===== config.mk =====
export PLATFORM = sky130hd
export DESIGN_NAME = mem_arbiter
export DESIGN_NICKNAME = d
export VERILOG_FILES = /design/src/rtl/mem_arbiter_pkg.sv /design/src/rtl/mem_arb_rdret.sv /design/src/rtl/mem_arbiter.sv
export SDC_FILE = /design/constraint.sdc
export NUM_CORES = 1
export LEC_CHECK = 0
export BUFFER_PORTS_ARGS = -buffer_cell sky130_fd_sc_hd__buf_2
export CORE_UTILIZATION = 36
export CTS_BUF_LIST = sky130_fd_sc_hd__clkbuf_16
export DETAILED_ROUTE_END_ITERATION = 7
export PLACE_DENSITY = 0.73
export SYNTH_ARGS = -nofsm -noshare
export SYNTH_HDL_FRONTEND = slang
export SYNTH_HIERARCHICAL = 1
export SYNTH_SLANG_ARGS = --single-unit

===== constraint.sdc =====
create_clock -name clock -period 1.3 [get_ports clock]
set_input_delay 0.26 -clock clock [delete_from_list [all_inputs] [get_ports clock]]
set_output_delay 0.26 -clock clock [all_outputs]
set_load 0.005 [all_outputs]

===== src/rtl/mem_arbiter_pkg.sv =====
// Shared encodings and default sizes for the two-port RAM arbiter.
package mem_arbiter_pkg;
  localparam int AW_DEF = 12;
  localparam int DW_DEF = 16;
  localparam int NPORTS = 2;
  localparam int PORT_A = 0;
  localparam int PORT_B = 1;

  typedef enum logic [1:0] {
    GNT_NONE = 2'd0,
    GNT_A    = 2'd1,
    GNT_B    = 2'd2
  } gnt_e;
endpackage


===== src/rtl/mem_arb_rdret.sv =====
// Per-port load return register: one-cycle rvalid pulse, rdata held between loads.
module mem_arb_rdret #(
  parameter int DW = 16
) (
  input  logic          clock,
  input  logic          reset,
  input  logic          load,
  input  logic [DW-1:0] rdata_in,
  output logic          rvalid,
  output logic [DW-1:0] rdata
);
  logic          rvalid_q;
  logic [DW-1:0] rdata_q;

  always_ff @(posedge clock) begin
    if (reset) begin
      rvalid_q <= 1'b0;
      rdata_q  <= '0;
    end else begin
      rvalid_q <= load;
      if (load) rdata_q <= rdata_in;
    end
  end

  // Outputs are forced quiet during reset so a load in flight never surfaces.
  assign rvalid = rvalid_q & ~reset;
  assign rdata  = reset ? '0 : rdata_q;
endmodule


===== src/rtl/mem_arbiter.sv =====
// Two-port single-RAM arbiter: A (pipeline) has priority over B (loader/debug).
// Define MEM_ARB_STARVE_EN to let B win after STARVE_LIMIT consecutive refusals.
module mem_arbiter
  import mem_arbiter_pkg::*;
#(
  parameter int AW           = AW_DEF,
  parameter int DW           = DW_DEF,
  parameter int STARVE_LIMIT = 4
) (
  input  logic          clock,
  input  logic          reset,
  input  logic          a_req,
  input  logic          a_wen,
  input  logic [AW-1:0] a_addr,
  input  logic [DW-1:0] a_wdata,
  output logic          a_ready,
  output logic          a_rvalid,
  output logic [DW-1:0] a_rdata,
  input  logic          b_req,
  input  logic          b_wen,
  input  logic [AW-1:0] b_addr,
  input  logic [DW-1:0] b_wdata,
  output logic          b_ready,
  output logic          b_rvalid,
  output logic [DW-1:0] b_rdata,
  output logic          ram_wen,
  output logic [AW-1:0] ram_addr,
  output logic [DW-1:0] ram_win,
  input  logic [DW-1:0] ram_rout,
  output logic [1:0]    last_grant
);
  logic gnt_a, gnt_b, b_force;
  gnt_e gnt_nxt, last_grant_q;

`ifdef MEM_ARB_STARVE_EN
  localparam int CNT_W = $clog2(STARVE_LIMIT + 1);
  logic [CNT_W-1:0] starve_cnt;

  assign b_force = b_req && (starve_cnt == CNT_W'(STARVE_LIMIT));

  // Counts cycles B asks and is refused; any B grant or idle B clears it.
  always_ff @(posedge clock) begin
    if (reset || !b_req || gnt_b) starve_cnt <= '0;
    else if (starve_cnt != CNT_W'(STARVE_LIMIT)) starve_cnt <= starve_cnt + 1'b1;
  end
`else
  logic unused_starve_limit;
  assign unused_starve_limit = (STARVE_LIMIT > 0);
  assign b_force = 1'b0;
`endif

  always_comb begin
    gnt_a = 1'b0;
    gnt_b = 1'b0;
    if (!reset) begin
      if (b_force)    gnt_b = 1'b1;
      else if (a_req) gnt_a = 1'b1;
      else if (b_req) gnt_b = 1'b1;
    end
  end

  assign a_ready = gnt_a;
  assign b_ready = gnt_b;

  always_comb begin
    ram_wen  = 1'b0;
    ram_addr = '0;
    ram_win  = '0;
    if (gnt_a) begin
      ram_wen  = a_wen;
      ram_addr = a_addr;
      ram_win  = a_wdata;
    end else if (gnt_b) begin
      ram_wen  = b_wen;
      ram_addr = b_addr;
      ram_win  = b_wdata;
    end
  end

  always_comb begin
    gnt_nxt = GNT_NONE;
    if (gnt_a)      gnt_nxt = GNT_A;
    else if (gnt_b) gnt_nxt = GNT_B;
  end

  always_ff @(posedge clock) begin
    if (reset) last_grant_q <= GNT_NONE;
    else       last_grant_q <= gnt_nxt;
  end

  assign last_grant = reset ? GNT_NONE : last_grant_q;

  logic [NPORTS-1:0]         ld_acc, rvalid;
  logic [NPORTS-1:0][DW-1:0] rdata;

  assign ld_acc[PORT_A] = gnt_a & ~a_wen;
  assign ld_acc[PORT_B] = gnt_b & ~b_wen;

  for (genvar p = 0; p < NPORTS; p++) begin : g_ret
    mem_arb_rdret #(.DW(DW)) u_ret (
      .clock    (clock),
      .reset    (reset),
      .load     (ld_acc[p]),
      .rdata_in (ram_rout),
      .rvalid   (rvalid[p]),
      .rdata    (rdata[p])
    );
  end

  assign a_rvalid = rvalid[PORT_A];
  assign a_rdata  = rdata[PORT_A];
  assign b_rvalid = rvalid[PORT_B];
  assign b_rdata  = rdata[PORT_B];
endmodule


==> flow_metrics.py <==
metrics = {
    "sta": {
        "slew_headroom_pct": 76.77,
        "fin_skew_ns": 0,
        "tns_ns": -0.2227,
        "finalWorstSetupSlack_ns": -0.02112,
        "finalCritPeriodShare_pct": 101.6,
        "setup_viol": 20,
        "tightest_slew_ns": 0.3485,
        "slew_violations": 0,
        "rsz0062_at_grt": "true",
        "finalCriticalPeriod_ns": 1.321,
        "hold_viol": 0,
        "clock.fmax_mhz": 756.9,
    },
    "worst_setup_path": {
        "crit_slowest_cell": "bufbuf_16",
        "start_kind": "input port",
        "timing.critical_path.max_delay_family": "buffers and inverters",
        "crit_chain": "buf_6 -> nor2_4 -> bufbuf_16 -> a32o_1 -> buf_2",
        "critPathMaxStageDelay_ns": 0.28,
        "critical_path_buf_inv_count": 3,
        "cp.arrival_ns": 1.06,
        "cp-end-kind": "output port",
        "criticalPathCategory": "in -> out",
        "path_max_fanout": 7,
        "worstPathRequired_ns": 1.04,
    },
    "placed_design": {
        "hpwlAfterDp_um": 3875,
        "post_dp_cell_area_um2": 2693,
        "portBuffers": 144,
        "preCtsSetupSlack_ns": -0.08147,
        "place.gp.congestion": 0.7119,
    },
    "logic_synthesis": {
        "netlist_instances": 193,
        "synth_cell_types": 14,
        "yosysWarnings": 6,
        "synth_area_um2": 1893,
        "synth_nets": 271,
        "synth-seq-area-share_pct": 38.07,
        "avgSynthCellArea_um2": 9.809,
        "synth-seq-cells": 36,
    },
    "power_and_ir_drop": {
        "pwr_density_cell_nw_per_um2": 946.8,
        "peakVddDrop_mv": 0.6656,
        "p_leak_nw": 1.437,
    },
    "floorplanning": {
        "dieArea_um2": 5552,
        "fp.dieW_um": 74.52,
        "coreArea_um2": 5075,
        "die_h_um": 74.52,
        "rows": 26,
        "pin_count": 145,
        "initial_core_util_pct": 37.30,
    },
    "clocking": {
        "cts_root_buffer": "clkbuf_16",
        "clk_pin_slew_ns": 0.06,
        "cts_inserted_buffers": 5,
        "cts_sinks": 36,
        "tritoncts": "yes",
        "clk_latency_ns": 0.27,
        "ctsHtreeMaxLevel": 2,
        "clock_path_buffers": 2,
        "hold_buffers": 0,
    },
    "layout": {
        "nets": 418,
        "drive_gt1_share_pct": 49.56,
        "final_common_cell": "buf_2",
        "layout_common_cells": "buf_2 (142), nor2b_1 (39), dfxtp_1 (36)",
        "final_area_um2": 2935,
        "area_delta_synth_final_pct": 55.06,
        "n_antenna_cell": 0,
    },
    "grt": {
        "grt-ovfl-total": 0,
        "grt_pass1_vias": 1647,
        "grt_pass1_wl_um": 7493,
        "grt_start_max_net_pins": 39,
        "grt.total_usage_pct": 17.91,
        "antenna_found_initial": 0,
    },
    "detailed_routing": {
        "routed_wl_um": 5319,
        "drt_first_iter_violations": 62,
        "drc": 0,
        "ant_nets": 0,
        "drt-pass1-iter-count": 4,
        "viasPerCell": 4.837,
        "via_count": 1988,
        "routedWlPerCell_um": 12.94,
    },
    "outcome": {
        "violations": "setup timing",
        "status": "finished, violations left",
    },
    "hold_path": {
        "hold_path.class": "in -> reg",
    },
    "job": {
        "maxCapViolCount": 0,
    },
}
what timing repair did:
action / CTS / global route
endpoints found under the setup margin: 28 / 29
resized for setup: 8 / 0
buffers inserted: 2 / 0
gates cloned: 2 / 0
endpoints found under the hold margin: 0 / 0
pin swaps: 1 / 1
kinds of logic (layout without fill, tap and decap cells):
logic type,Yosys count,in the layout,share of synthesized area [%]
AOI/OAI and AO/OA,29,29,15.33
buffers and inverters,19,167,8.196
DFF,36,36,38.07
muxes,32,32,16.92
and+or+nand+nor,77,77,21.48
layout make-up:
cell class / count / area, um^2
flip-flops and latches: 36 / 720.7
repair buffers: 159 / 949.7
multi-input cells: 138 / 1036
fillers: 480 / 2140
clock buffers: 5 / 125.1
clock inverters: 3 / 16.27
well taps: 70 / 87.58
Yosys cell counts:
| cell | instances | area share [%] |
|---|---|---|
| mux2i_1 | 32 | 17 |
| buf_6 | 5 | 3.0 |
| nor2_2 | 1 | 0.33 |
| nor2b_1 | 40 | 13 |
| nor4b_1 | 1 | 0.46 |
| buf_12 | 2 | 2.1 |
| nor2b_2 | 1 | 0.46 |
| and2_1 | 2 | 0.66 |
| buf_2 | 8 | 2.1 |
| buf_4 | 1 | 0.40 |
| a32o_1 | 29 | 15 |
| nor2_1 | 32 | 6.3 |
| dfxtp_1 | 36 | 38 |
| clkbuf_1 | 3 | 0.59 |
sequential cells by signal (all words and copies together) (netlist names):
name,count
g_ret.u_ret/rvalid_q,2
last_grant_q,2
g_ret.u_ret/rdata_q,32
final timing paths:
path,startpoint,to,slack (ns),depth (start not counted)
max,a_req,ram_addr[9],-0.02,5
min,a_req,last_grant_q[0]$_SDFF_PP0_,0.23,2
max reg2reg,g_ret[0].u_ret/rdata_q[6]$_SDFFE_PP0P_,g_ret[0].u_ret/rdata_q[6]$_SDFFE_PP0P_,0.68,2
min reg2reg,g_ret[1].u_ret/rdata_q[15]$_SDFFE_PP0P_,g_ret[1].u_ret/rdata_q[15]$_SDFFE_PP0P_,0.48,2
layer usage:
| layer | part of all wire (%) | wire length [um] | global-route usage, % |
|---|---|---|---|
| met1 | 41 | 2205 | 20.38 |
| met3 | 6.7 | 359 | 4.336 |
| met2 | 51 | 2690 | 32.23 |
| met5 | 0 | 0 | 0 |
| met4 | 1.2 | 63 | 6.709 |
per-stage QoR:
stage	total power, mW	std cells	hold slack [ns]	utilization [%]
after floorplan	1.400	193	0.3316	-
after global placement	1.633	399	0.4651	53.06
after detailed placement	1.638	399	0.4717	53.06
after global routing	2.928	411	0.2379	57.84
after CTS	2.818	411	0.2273	57.84
final	2.779	411	0.2328	57.84
power by group:
group | internal (mW) | switching, mW
clock | 0.698 | 0.429
sequential | 1.14 | 0.0125
combinational | 0.286 | 0.218
Note: power is estimated with default switching activity, not from simulation.
